### src/rtl/inet_checksum.sv
// RFC 1071 ones'-complement checksum engine with an AXI-Stream input, an optional
// seed beat carrying a pseudo-header partial sum, and one 16-bit result beat per packet.
module inet_checksum #(
  parameter int unsigned AXIS_BYTES = 2,
  parameter bit          MSB_FIRST  = 1'b0,
  parameter bit          USE_SEED   = 1'b0,
  parameter bit          ZERO_SUB   = 1'b0
) (
  input  logic                    clk,
  input  logic                    sresetn,
  input  logic                    seed_tvalid,
  output logic                    seed_tready,
  input  logic [15:0]             seed_tdata,
  input  logic                    axis_i_tvalid,
  output logic                    axis_i_tready,
  input  logic                    axis_i_tlast,
  input  logic [AXIS_BYTES-1:0]   axis_i_tkeep,
  input  logic [8*AXIS_BYTES-1:0] axis_i_tdata,
  output logic                    axis_o_tvalid,
  input  logic                    axis_o_tready,
  output logic                    axis_o_tlast,
  output logic [15:0]             axis_o_tdata
);

  localparam int unsigned DW = 8 * AXIS_BYTES;
  localparam int unsigned NW = AXIS_BYTES / 2;
  localparam int unsigned AW = 32;
  // Up to eight 16-bit words per beat: the beat sum needs at most 19 bits.
  localparam int unsigned SW = 20;

  typedef enum logic [2:0] {
    ST_SEED  = 3'd0,
    ST_CALC  = 3'd1,
    ST_FOLD1 = 3'd2,
    ST_FOLD2 = 3'd3,
    ST_OUT   = 3'd4
  } state_t;

  localparam state_t ST_START = USE_SEED ? ST_SEED : ST_CALC;

  state_t          state_q, state_d;
  logic [AW-1:0]   acc_q, acc_d;
  logic            seed_tready_q, seed_tready_d;
  logic            i_tready_q, i_tready_d;
  logic            o_tvalid_q, o_tvalid_d;
  logic [15:0]     o_tdata_q, o_tdata_d;
  logic [SW-1:0]   beat_sum;

  // Byte idx of the current beat in stream order, zeroed when its keep bit is clear.
  function automatic logic [7:0] lane(input logic [DW-1:0]         d,
                                      input logic [AXIS_BYTES-1:0] k,
                                      input int unsigned           idx);
    logic [7:0] b;
    if (MSB_FIRST) b = d[DW-1-8*idx -: 8];
    else           b = d[8*idx +: 8];
    return k[idx] ? b : 8'h00;
  endfunction

  // Final complement, with the optional UDP substitution of an all-zero result.
  function automatic logic [15:0] finish_sum(input logic [15:0] s);
    logic [15:0] r;
    r = ~s;
    if (ZERO_SUB && (r == 16'h0000)) r = 16'hFFFF;
    return r;
  endfunction

  // Sum of the big-endian 16-bit words of one beat; a missing odd byte reads as zero.
  always_comb begin
    beat_sum = '0;
    for (int unsigned j = 0; j < NW; j++) begin
      beat_sum = beat_sum + SW'({lane(axis_i_tdata, axis_i_tkeep, 2*j),
                                 lane(axis_i_tdata, axis_i_tkeep, 2*j + 1)});
    end
  end

  // Next state, accumulator update and registered-output decode.
  always_comb begin
    state_d = state_q;
    acc_d   = acc_q;
    case (state_q)
      ST_SEED: begin
        if (seed_tvalid) begin
          acc_d   = AW'(seed_tdata);
          state_d = ST_CALC;
        end
      end
      ST_CALC: begin
        if (axis_i_tvalid) begin
          // Partial fold each beat keeps the 32-bit accumulator from overflowing.
          acc_d = AW'(acc_q[31:16]) + AW'(acc_q[15:0]) + AW'(beat_sum);
          if (axis_i_tlast) state_d = ST_FOLD1;
        end
      end
      ST_FOLD1: begin
        acc_d   = AW'(acc_q[31:16]) + AW'(acc_q[15:0]);
        state_d = ST_FOLD2;
      end
      ST_FOLD2: begin
        acc_d   = AW'(acc_q[31:16]) + AW'(acc_q[15:0]);
        state_d = ST_OUT;
      end
      ST_OUT: begin
        if (axis_o_tready) begin
          acc_d   = '0;
          state_d = ST_START;
        end
      end
      default: begin
        acc_d   = '0;
        state_d = ST_START;
      end
    endcase

    // Readies and valid are decodes of the next state, so they carry no path from tvalid/tready.
    seed_tready_d = USE_SEED && (state_d == ST_SEED);
    i_tready_d    = (state_d == ST_CALC);
    o_tvalid_d    = (state_d == ST_OUT);
    o_tdata_d     = finish_sum(acc_d[15:0]);
  end

  // State and output registers with synchronous active-low reset.
  always_ff @(posedge clk) begin
    if (!sresetn) begin
      state_q       <= ST_START;
      acc_q         <= '0;
      seed_tready_q <= USE_SEED && (ST_START == ST_SEED);
      i_tready_q    <= (ST_START == ST_CALC);
      o_tvalid_q    <= 1'b0;
      o_tdata_q     <= finish_sum(16'h0000);
    end else begin
      state_q       <= state_d;
      acc_q         <= acc_d;
      seed_tready_q <= seed_tready_d;
      i_tready_q    <= i_tready_d;
      o_tvalid_q    <= o_tvalid_d;
      o_tdata_q     <= o_tdata_d;
    end
  end

  assign seed_tready   = seed_tready_q;
  assign axis_i_tready = i_tready_q;
  assign axis_o_tvalid = o_tvalid_q;
  assign axis_o_tdata  = o_tdata_q;
  assign axis_o_tlast  = 1'b1;

endmodule

### config.mk
export PLATFORM = sky130hd
export DESIGN_NAME = inet_checksum
export DESIGN_NICKNAME = d
export VERILOG_FILES = /design/src/rtl/inet_checksum.sv
export SDC_FILE = /design/constraint.sdc
export NUM_CORES = 1
export LEC_CHECK = 0
export ABC_AREA = 1
export CAP_MARGIN = 20
export CORE_MARGIN = 2
export CORE_UTILIZATION = 53
export DETAILED_ROUTE_END_ITERATION = 8
export PLACE_DENSITY = 0.9
export REMOVE_ABC_BUFFERS = 1
export SLEW_MARGIN = 20
export SYNTH_ARGS = -nofsm -noshare
export SYNTH_HDL_FRONTEND = slang
export SYNTH_SLANG_ARGS = --single-unit
### constraint.sdc
create_clock -name clk -period 3.6 [get_ports clk]
set_input_delay 0.72 -clock clk [delete_from_list [all_inputs] [get_ports clk]]
set_output_delay 0.72 -clock clk [all_outputs]
set_load 0.05 [all_outputs]
==> results.txt, run 1 <==
The total of flip-flops plus latches after synthesis is 39. The signed area change from the synthesized netlist to the final layout is 23.3%. After synthesis, the netlist uses 34 different library cells. The upper clock frequency limit came out at around 330 MHz.

The post-route minimum period came out at ~3 ns. The total number of nets in the final design is between 600 and 700. The worst hold path begins at state_q[1].

The average cell area after synthesis is around 6 um^2. The non-filler instance count after layout came out at between 600 and 700. For this run, design rule violations remaining after detail routing come to 0.

The first global-routing pass estimated 14000 um of wire. Summed over all layers, the global routing overflow is 0. The post-route antenna net violation count is 0. The number of max-slew violations in the final report came out at 0. The post-route clock period utilization is 0.848.

The global-route total usage across every layer is 0.280. The post-synthesis sequential area ratio came out at 0.251. The library cell used most frequently in the layout, excluding fill and tap cells, is nand2_1.

TritonCTS built the clock tree. Buffers inserted to repair hold after CTS numbered 0. The clock-pin slew on the worst setup and hold paths came out at 0.08 ns. The die span in y came out at about 80 um. The startpoint identified for the worst register-to-register timing path is acc_q[0]. The floorplan step defined a die boundary enclosing around 6500 um^2. The total number of yosys warnings came out at 0.

The initial core utilization came out at 0.559. The number of vias per cell after detailed routing is between 5 and 6. The number of gates resized after CTS was 0.

The weighted congestion at the end of routability-driven global placement came out at a little over 0.9. For the worst flop-to-flop path, the logic depth is 18. In this run the critical register-to-register path is captured at acc_q[15]. STA classifies the critical path startpoint as a register. Summing every instance area after synthesis gives between 3000 and 4000 um^2. The core outline area is ~5600 um^2. The DRC violation total after the first TritonRoute iteration is ~200. The total clock sinks came out at 39. The total wire length came out at slightly below 9000 um.

The hold violation count in the final report came out at 0. The hold-critical path depth is 2. The synthesized design spends more area on one cell type than any other, namely dfxtp_1. The initial antenna violation count came out at 0. The die boundary width came out at 80.7 um.

In the synthesized netlist, the number of instances is roughly 520. The number of buffers added on ports came out at 57. The min-delay analysis places its worst path in the category register to register.

The number of rows created at floorplan came out at 27. The total of max-cap violations is 0. The sum of negative setup slack came out at 0 ns.

Of the cells placed in the final design, the portion with a size suffix greater than 1 is 0.0400. The normalized max-slew margin is 0.639. Summing over every cut layer, the via total after detailed routing is 3422.

The start-to-end type of the worst setup path is register to register. For the worst setup path, the data required time is between 3 and 4 ns. The via count of the first global-routing pass came out at roughly 3200. The worst setup path is captured at a register. The maximum fanout along the worst path is 5. The boundary pin count came out at 60. The worst setup slack for register-to-register paths came out at 0.55 ns. The worst slack on hold paths came out at around 0.55 ns. The maximum buffer depth of the clock tree came out at 2. Setup repair after global routing left no endpoint under its margin.

The flow ran to the end, and the final reports show no timing, DRC or antenna violations. The setup skew after layout is between 0.005 and 0.006 ns. At the worst endpoint, the arrival time is between 3 and 4 ns.

The worst-case IR drop observed on VDD is 0.339 mV. The total placed cells including tap cells came out at 639. The setup violation total in the final timing report is 0.

Leaving out fill and tap cells, the most frequent cells in the layout are 195 x nand2_1, 93 x inv_1, 57 x clkdlybuf4s50_1, 39 x dfxtp_1, 37 x nor2_1. After synthesis, the cell types taking the most area are dfxtp_1 25%, nand2_1 24%, inv_1 11%. The power density over cell area came out at about 360 nW/um^2. Entering global routing, the biggest net connects 18 pins. The standby leakage power is 2.14 nW. The detailed-placement wirelength estimate is 6870 um. Dividing the detail-routed wire length by the instance count gives about 13 um. The first detailed-routing pass took 5 iterations. The share of synthesized area in the top cell type comes to 0.251. The total inserted antenna cells is 0. For hold timing, the worst endpoint is axis_o_tvalid. The H-tree generated during clock tree synthesis spans 2 levels. The root buffer selected by CTS is clkbuf_8.

The number of setup buffers added after CTS is 0. The transition time of the tightest slew-check pin is 0.540 ns. The share of the core filled with cells in the final layout is 0.689.

The clock latency at the later pin of the worst-skew pair came out at roughly 0.30 ns. The total power of the final layout is around 1.4 mW. The TritonCTS buffer count came out at 5.
## metrics by stage
step / worst slack, ns / area (um^2)
global placement: 0.613 / 3720
floorplan: 0.983 / 3050
CTS: 0.614 / 3840
global route: 0.379 / 3840
finish: 0.547 / 3840
detailed placement: 0.521 / 3720
## layer usage
metal  up-vias  share of wire  wire (um)  GRT usage
met5         -              0          0          0
met4         0          0.036        310      0.146
met3        29          0.093        808     0.0517
met2       186           0.47       4060      0.476
met1      1504           0.40       3480      0.335
li1       1703              -          -          -
## area by class of cell
cell class | instances | area [um^2]
clock buffer | 6 | 82.6
clock inverter | 2 | 38.8
fill | 516 | 1730
inverter | 95 | 357
multi-input combinational | 375 | 1910
sequential | 39 | 781
tap | 72 | 90.1
timing repair buffer | 58 | 578
## synthesized netlist by cell type (all sizes together)
master and number:
dfxtp 39, o21bai 2, nand3 29, a31oi 1
a21oi 24, xnor2 1, clkbuf 3, clkinv 1
or2 1, xor2 9, buf 7, nand3b 6
nor2 42, and2 1, a22oi 4, nor3 8
inv 94, fa 2, ha 20, nand4 12
conb 2, o2111ai 1, o21ai 11, nand2 199
## worst max-delay path, cell delays in order, from the launching register on
cell and delay [ns]:
dfxtp_1 0.33, ha_1 0.24, fa_1 0.44, nand3_4 0.17
nor2_4 0.06, nand3_1 0.08, xor2_1 0.23, ha_1 0.32
nand2_1 0.13, inv_1 0.06, a21oi_1 0.25, nor2_1 0.07
nor2_1 0.17, nand2_1 0.09, nand2_1 0.09, nand3_1 0.07
nand2_1 0.07, nand2_1 0.06, inv_1 0.06
## sequential cells by signal (all words and copies together) (netlist names)
| signal | cells |
|---|---|
| state_q | 3 |
| axis_o_tvalid | 1 |
| axis_i_tready | 1 |
| axis_o_tdata | 16 |
| acc_q | 18 |
## report_power, final
part	total [mW]	internal, mW	switching (mW)
clock	0.388	0.228	0.160
combinational	0.481	0.174	0.307
sequential	0.514	0.476	0.0383
## how the worst max path moves through the flow
stage | from | end | slack [ns] | depth (start not counted)
2_1_floorplan | acc_q[0] | axis_o_tdata[15] | 0.98 | 17
3_3_place_gp | axis_i_tkeep[1] | axis_o_tdata[6] | 0.61 | 15
3_5_place_dp | axis_i_tkeep[1] | axis_o_tdata[6] | 0.52 | 15
4_1_cts | acc_q[0] | acc_q[15] | 0.61 | 18
5_1_grt | acc_q[0] | acc_q[15] | 0.38 | 18
6_report | acc_q[0] | acc_q[15] | 0.55 | 18
## cells by family (layout without fill, tap and decap cells)
logic type,Yosys count,count (layout),share of synthesized area
buf+inv,105,161,0.135
compound gates,43,43,0.0755
xor+xnor,10,10,0.0281
simple gates,298,298,0.415
flops,39,39,0.251
other cells,2,2,0.00241
fa+ha+maj,22,22,0.0932
(Power assumes the default switching activity.)
==> run 2: changes to the inputs <==
--- a/config.mk
+++ b/config.mk
@@ -8,9 +8,9 @@
 export ABC_AREA = 1
 export CAP_MARGIN = 20
 export CORE_MARGIN = 2
-export CORE_UTILIZATION = 53
+export CORE_UTILIZATION = 48
 export DETAILED_ROUTE_END_ITERATION = 8
-export PLACE_DENSITY = 0.9
+export PLACE_DENSITY = 0.87
 export REMOVE_ABC_BUFFERS = 1
 export SLEW_MARGIN = 20
 export SYNTH_ARGS = -nofsm -noshare
==> constraint.sdc (replaced) <==
create_clock -name clk -period 2.6 [get_ports clk]
set_input_delay 0.52 -clock clk [delete_from_list [all_inputs] [get_ports clk]]
set_output_delay 0.52 -clock clk [all_outputs]
set_load 0.05 [all_outputs]
==> run 2 against run 1 <==
  * The run now ends with negative setup slack left
  * Cell area grew 19%
  * Sequential cell count stayed put
  * Largest cell class unchanged
  * Die area rose by 9.9%
  * Via count grew 12%
  * Fmax rose by 3.2%
  * Cell count is 6.3% higher
  * Combinational power rose by 80%
  * Core utilization increased by 3.6 points
  * Critical path depth fell by 1
  * Non-clock buffer count is 36 higher
  * Clock-buffer cell count fell by 1
  * Critical endpoint is now acc_q[14]
  * Sequential share of layout area down 3.1 points
==> results.txt, run 2 (synthesis gave the netlist of run 1 again) <==
The worst setup slack for register-to-register paths is -0.36 ns (-0.91 ns). In this run the critical register-to-register path is captured at acc_q[14]. The number of max-slew violations in the final report came out at 0 (unchanged). The residual DRC count came out at 0 (unchanged). The setup skew after layout came to 0.0135 ns (+0.00769 ns). The post-cts hold buffer count came to 0 (unchanged). The flip-flop count of the largest register, all copies and words added came to 18 (unchanged). The number of fillers in the final layout was 432 (-16%). The DRC violation total after the first TritonRoute iteration is 343 (+76%).

The number of rows created at floorplan is 29 (+7.4%). In this run the top signal layer used is met4. The worst stage delay on the critical path is 0.41 ns (-0.03 ns).

The beginning of the worst hold path is acc_q[17]. The total power of the final layout was 2.11 mW (+53%). The tree is rooted in a clkbuf_8.

The initial core utilization is 0.493 (-0.0654). The sequential group share of total power is 0.340 (-0.032). The number of cells traversed by the worst register-to-register path came out at 17 (-1). The total inserted antenna cells was 0 (unchanged).

The full die area is 7150 um^2 (+9.9%). The share of layout cells above drive strength 1 is 0.242 (+0.202). By startpoint and endpoint, the worst setup path is classified as register to register. The register with the highest flop count is acc_q. The slowest stage of the critical path belongs to the cell fa_2. The total wire length came to 11000 um (+27%). The worst setup path is captured at a register. The combinational group share of total power came out at 0.410 (+0.062). The count of vias placed by the detailed router is 3830 (+12%).

The area after detailed placement is 3960 um^2 (+6.4%). The clock-pin slew on the worst setup and hold paths came to 0.09 ns (about the same). The boundary pin count is 60 (unchanged).

Relative to the synthesized area, the layout overhead comes to 47.0%. The transition time of the tightest slew-check pin is 0.587 ns (+0.0471 ns). The via count of the first global-routing pass came to 3480 (+7.4%). The required time of the critical path came out at 2.80 ns (-1.04 ns). TritonCTS built the clock tree. The maximum fanout along the worst path is 4 (-1). The non-filler instance count after layout was 688 (+6.3%). The initial antenna violation count is 0 (unchanged). The checks that failed: negative setup slack. The total of max-cap violations was 0 (unchanged). In this run the worst setup path begins at acc_q[16]. The post-route antenna net violation count came out at 0 (unchanged). Walking the worst path, the cells encountered are ha_4 > fa_2 > nand3_4 > nor3_4 > xor2_1 > inv_2 > ha_4 > nand2_2 > inv_1 > a21oi_2 > nor2_1 > nor2_1 > nand3_1 > nand3_1 > nand2_1 > nand2_1 > inv_1. The post-layout instance area is 4580 um^2 (+19%). The remaining global-route overflow was 0 (unchanged).

The worst hold path belongs to the class register to register. The detailed route wirelength on metal3 is 924 um (+14%). The worst hold path terminates at acc_q[17]. The net switching power figure came out at 0.808 mW (+60%). The setup violation total in the final timing report came to 25 (+25). The wire length of the first global-routing pass came out at 15500 um (+11%). The core outline area came out at 6310 um^2 (+13%). The global-route total usage across every layer is 0.265 (-0.0158). The worst IR drop on VDD came to 0.556 mV (+64%). The worst path arrival time came out at 3.15 ns (-0.15 ns).

In the layout the commonest cells are 167 x nand2_1, 81 x inv_1, 57 x clkdlybuf4s50_1, 35 x buf_4. The number of buffers added on ports is 57 (unchanged). The wire length per cell came out at 16.0 um (+19%). The detailed-placement wirelength estimate came out at 7150 um (+4.1%). The post-layout worst setup margin is -0.358 ns (-0.905 ns). The post-route clock period utilization is 1.14 (+0.290).

The design internal power is 1.31 mW (+49%). The run finished, with violations left. The power density over cell area is 462 nW/um^2 (+28%).

The hold-critical path depth came out at 2 (unchanged). The standby leakage power is 2.33 nW (+8.9%). The amount of wire on met2 after detailed routing was 5360 um (+32%). The H-tree depth came to 2 (unchanged). The total placed cells including tap cells came out at 673 (+5.3%). Setup repair after global routing could not meet its margin everywhere. The number of iterations in the first detailed-routing pass came out at 5 (unchanged). The hold violation count in the final report came out at 0 (unchanged).

The die span in y came out at 84.6 um (+4.8%). STA classifies the critical path startpoint as a register. The post-route minimum period came out at 2.96 ns (-0.0947 ns). The weighted congestion at the end of routability-driven global placement was 0.957 (+5.1%). The total number of nets in the final design came out at 672 (+5.7%). The maximum buffer depth of the clock tree is 2 (unchanged).

The die boundary width is 84.6 um (+4.8%). The normalized max-slew margin came to 0.608 (-0.0307). The upper clock frequency limit was 338 MHz (+3.2%).

The TritonCTS buffer count was 5 (unchanged). The launch instance of the worst register-to-register path is acc_q[16]. The total clock sinks is 39 (unchanged). The clock power share came to 0.249 (-0.032). The clock latency at the later pin of the worst-skew pair is 0.30 ns (about the same). The routed length on met1 came out at 4090 um (+17%). The sum of negative setup slack is -5.03 ns (-5.03 ns). The largest net degree at the start of global routing is 17 (-1).

The number of vias per cell after detailed routing is 5.57 (+5.3%). Leaving out fill and tap cells, the most frequent cell in the layout is nand2_1. The switching share of power came to 0.382 (+0.0167).
==> run 2: cell count changes in the layout (fill, tap and decap cells not counted), sizes merged <==
| cell | previous run | this run |
|---|---|---|
| buf | 1 | 37 |
| clkinv | 1 | 2 |
| clkbuf | 6 | 5 |
==> run 2: power groups by stage <==
| stage | clock network [mW] | logic (mW) | registers, mW |
|---|---|---|---|
| 2_1_floorplan | 0 | 0.325 | 0.817 |
| 3_3_place_gp | 0 | 0.689 | 0.717 |
| 3_5_place_dp | 0 | 0.709 | 0.719 |
| 4_1_cts | 0.523 | 0.748 | 0.711 |
| 5_1_grt | 0.555 | 0.927 | 0.725 |
| 6_report | 0.527 | 0.868 | 0.719 |
==> run 2: how the worst max path moves through the flow <==
stage / end / slack (ns) / depth (start not counted)
finish: acc_q[14] / -0.36 / 17
global route: acc_q[15] / -0.45 / 18
CTS: axis_o_tdata[15] / -0.08 / 18
detailed placement: axis_o_tdata[15] / -0.29 / 17
global placement: axis_o_tdata[15] / -0.20 / 17
floorplan: axis_o_tdata[15] / -0.02 / 17
==> run 2: repair_timing <==
item                                    CTS  global route
cloned                                    0             0
setup buffers                             1             6
pin swaps                                 8            39
endpoints found under the setup margin   28            27
resized for setup                        32            71
==> run 2: per-stage QoR <==
stage / worst slack, ns / hold slack [ns] / utilization
after floorplan: -0.0170 / 0.483 / -
after global placement: -0.204 / 0.531 / 0.627
after detailed placement: -0.292 / 0.541 / 0.627
after CTS: -0.0819 / 0.527 / 0.670
after global routing: -0.452 / 0.569 / 0.725
final: -0.358 / 0.548 / 0.725
==> run 2: critical path: cells and delay by family (launching register included) <==
kind / cells / cell delay [ns]
fa+ha+maj: 3 / 0.83
compound gates: 1 / 0.19
buf+inv: 3 / 0.24
flops: 1 / 0.36
xor+xnor: 1 / 0.33
simple gates: 9 / 0.90
==> run 2: routing by layer <==
| metal | GRT usage | vias to the layer above |
|---|---|---|
| met3 | 0.0393 | 71 |
| met2 | 0.485 | 257 |
| met1 | 0.306 | 1727 |
| met4 | 0.107 | 0 |
| met5 | 0 | - |
| li1 | - | 1775 |
==> run 2: cell type report <==
class / instances / area [um^2] / area share
multi-input cells: 375 / 2350 / 0.514
repair buffers: 94 / 865 / 0.189
well taps: 77 / 96.3 / 0.0210
inverters: 95 / 357 / 0.0779
flip-flops and latches: 39 / 788 / 0.172
clock buffers: 5 / 68.8 / 0.0150
clock inverters: 3 / 47.5 / 0.0104
==> run 3: changes to the inputs <==
--- a/config.mk
+++ b/config.mk
@@ -5,12 +5,11 @@
 export SDC_FILE = /design/constraint.sdc
 export NUM_CORES = 1
 export LEC_CHECK = 0
-export ABC_AREA = 1
 export CAP_MARGIN = 20
 export CORE_MARGIN = 2
-export CORE_UTILIZATION = 48
+export CORE_UTILIZATION = 46
 export DETAILED_ROUTE_END_ITERATION = 8
-export PLACE_DENSITY = 0.87
+export PLACE_DENSITY = 0.85
 export REMOVE_ABC_BUFFERS = 1
 export SLEW_MARGIN = 20
 export SYNTH_ARGS = -nofsm -noshare
==> run 3 against run 2 <==
  * The run still ends with negative setup slack left
  * Combinational power increased by 1%
  * Cell area increased by 0.60%
  * Non-clock buffer count increased by 47
  * Critical path depth decreased by 3
  * Register-to-register slack got worse by 0.18 ns
  * First-iteration DRC count decreased by 22%
  * Cell count decreased by 20%
  * Core utilization increased by 5.7 points
  * Clock skew increased by 0.0016 ns
  * Highest routed layer unchanged
  * Power increased by 0.50%
==> results.txt, run 3 <==
The run finished, with violations left. The final reports fail on negative setup slack. The async set-reset flop share out of synthesis is 0 (unchanged). The number of iterations in the first detailed-routing pass came out at 5 (unchanged). The die span in y came out at 81.8 um (-3.3%). The number of buffers added on ports came out at 57 (unchanged). Leaving out fill and tap cells, the most frequent cells in the layout are 74 x buf_4, 57 x clkdlybuf4s50_1, 43 x nand2_1, 34 x dfxtp_1, 20 x nor2_1. The share of layout cells above drive strength 1 is 0.364 (+0.122). The post-route antenna net violation count came to 0 (unchanged).

The weighted congestion at the end of routability-driven global placement is 0.901 (-5.8%). The non-filler instance count after layout is 550 (-20%). The number of rows created at floorplan was 28 (-3.4%). The hold-critical path depth was 3 (+1). The total number of nets in the final design is 536 (-20%).

The power density over cell area came out at 462 nW/um^2 (about the same). The maximum fanout along the worst path is 4 (unchanged). The worst path arrival time is 3.40 ns (+0.25 ns). The worst IR drop on VDD is 0.332 mV (-40%).

The worst setup path is captured at a register. The largest net degree at the start of global routing is 19 (+2). The die boundary width came out at 81.8 um (-3.3%). Sorting the synthesized cells by how often they occur yields 47 x nand2_1, 39 x dfxtp_1, 24 x nor2_1.

The average cell area after synthesis was 8.11 um^2 (+35%). The hold violation count in the final report is 0 (unchanged). The number of max-slew violations in the final report is 0 (unchanged). The wire length of the first global-routing pass came to 14700 um (-4.9%).

The TritonCTS buffer count came to 5 (unchanged). The required time of the critical path is 2.86 ns (+0.06 ns). The setup path with the least slack is of type register to register. The standby leakage power came to 2.08 nW (-11%). The remaining global-route overflow came out at 0 (unchanged). The total power of the final layout is 2.13 mW (+0.50%). In this run the worst setup path begins at acc_q[0]. The maximum buffer depth of the clock tree is 2 (unchanged).

The total number of yosys warnings came out at 0 (unchanged). The number of distinct library cells after synthesis is 57 (+68%). The total wire length is 11000 um (about the same). The share of the core filled with cells in the final layout was 0.782 (+0.0574). The post-synthesis sequential area ratio came out at 0.281 (+0.0300).

The DRC violation total after the first TritonRoute iteration came out at 267 (-22%). The tree is rooted in a clkbuf_8. The number of enable flip-flop cells after synthesis is 0 (unchanged). The sum of negative setup slack is -7.77 ns (-2.73 ns). The setup violation total in the final timing report was 22 (-12%). The post-layout worst setup margin is -0.541 ns (-0.182 ns). The post-synthesis instance total came to 343 (-34%).

The initial core utilization was 0.473 (-0.0207). The normalized max-slew margin came out at 0.443 (-0.166). The post-route minimum period came out at 3.14 ns (+0.182 ns). The most frequent standard cell in the layout excluding fill and tap cells is buf_4. The total of flip-flops plus latches after synthesis came out at 39 (unchanged). The total placed cells including tap cells is 521 (-23%). The count of vias placed by the detailed router is 3374 (-12%). The via count of the first global-routing pass was 3217 (-7.6%). The upper clock frequency limit is 318 MHz (-5.8%).

The detailed-placement wirelength estimate came to 6110 um (-15%). The total clock sinks came to 39 (unchanged). The classification of the worst-slack hold path is register to register.

The H-tree depth was 2 (unchanged). The synthesized design spends more area on one cell type than any other, namely dfxtp_1. The worst setup path is launched from a register.

The setup skew after layout came out at 0.0150 ns (+0.00159 ns). The total inserted antenna cells was 0 (unchanged). The flip-flop count of the largest register, all copies and words added came out at 18 (unchanged). The area share of the largest cell type after synthesis came to 0.281 (+0.0300). By instance count, the leading cell after synthesis is nand2_1.

The post-route clock period utilization is 1.21 (+0.0701). The clock-pin slew on the worst setup and hold paths came out at 0.09 ns (about the same). The clock latency at the later pin of the worst-skew pair came to 0.31 ns (about the same). The initial antenna violation count was 0 (unchanged). The residual DRC count is 0 (unchanged). The setup slack at placement came out at -0.623 ns (-0.330 ns). Sorting the synthesized cells by area gives the leading types as dfxtp_1 28%, ha_1 9.0%, nand2_1 6.3%. The wire length per cell is 20.0 um (+25%). In this run the critical register-to-register path is launched from acc_q[0]. The worst hold path begins at acc_q[0]. Setup repair after global routing could not meet its margin everywhere. The signed area change from the synthesized netlist to the final layout came out at 65.5%. The full die area was 6680 um^2 (-6.5%). The number of cells traversed by the worst register-to-register path came out at 14 (-3). The global-route total usage across every layer is 0.290 (+0.0253). The boundary pin count is 60 (unchanged). The register with the highest flop count is acc_q. The prevailing post-synth register cell is dfxtp_1. The post-synth design cell area is 2780 um^2 (-11%). The number of vias per cell after detailed routing is 6.13 (+10%). The transition time of the tightest slew-check pin is 0.835 ns (+0.248 ns).

The total of max-cap violations came out at 0 (unchanged). The core outline area is 5890 um^2 (-6.8%). TritonCTS built the clock tree.
-- run 3: worst max-delay path: stages, from the launching register on --
cell and delay, ns:
dfxtp_2 0.36, ha_4 0.15, fa_2 0.25, nand3_4 0.13, nor2_4 0.20, nand4_1 0.18, xnor2_2 0.28, ha_4 0.27
a21o_1 0.21, a21oi_2 0.18, nor2_1 0.07, a211oi_2 0.16, o31a_1 0.25, and4_1 0.27, or2_1 0.12
-- run 3: per-stage QoR --
| stage | hold slack, ns | instance area (um^2) |
|---|---|---|
| after detailed placement | 0.507 | 3830 |
| after global placement | 0.514 | 3830 |
| after CTS | 0.553 | 4320 |
| after global routing | 0.602 | 4600 |
| final | 0.557 | 4600 |
| after floorplan | 0.475 | 2690 |
-- run 3: report_power, final --
part	switching, mW	total [mW]	internal [mW]
Combinational	0.474	0.879	0.405
Clock	0.252	0.538	0.286
Sequential	0.0516	0.708	0.656
Total	0.777	2.13	1.35
-- run 3: layer usage --
metal | vias to the layer above | routed length (um) | track usage
met2 | 226 | 5380 | 0.524
li1 | 1495 | - | -
met1 | 1570 | 3980 | 0.315
met4 | 0 | 785 | 0.167
met5 | - | 0 | 0
met3 | 83 | 852 | 0.0527
-- run 3: cell type report --
type | instances | area (um^2)
inverters | 8 | 30.0
clock buffers | 5 | 68.8
repair buffers | 141 | 1240
flip-flops and latches | 39 | 790
clock inverters | 3 | 43.8
well taps | 75 | 93.8
multi-input cells | 279 | 2340
fillers | 362 | 1280
-- run 3: worst paths after layout --
path / end / slack (ns)
setup / recovery: acc_q[15] / -0.54
hold / removal: axis_o_tdata[0] / 0.56
setup reg to reg: acc_q[15] / -0.54
hold reg to reg: axis_o_tdata[0] / 0.56
-- run 3: kinds of logic after synthesis --
group                    share of synthesized area
adder cells (fa/ha/maj)                      0.104
multiplexers                                0.0180
flip-flops                                   0.281
AND/OR/NAND/NOR                              0.252
buffers and inverters                       0.0436
AO/OA/AOI/OAI                                0.223
XOR/XNOR                                    0.0756
other                                      0.00270
-- run 3: what timing repair did --
item,CTS,global route
setup endpoints to repair,26,26
pin swaps,47,51
gates resized for setup,59,42
setup buffers,11,12
hold buffers,0,0
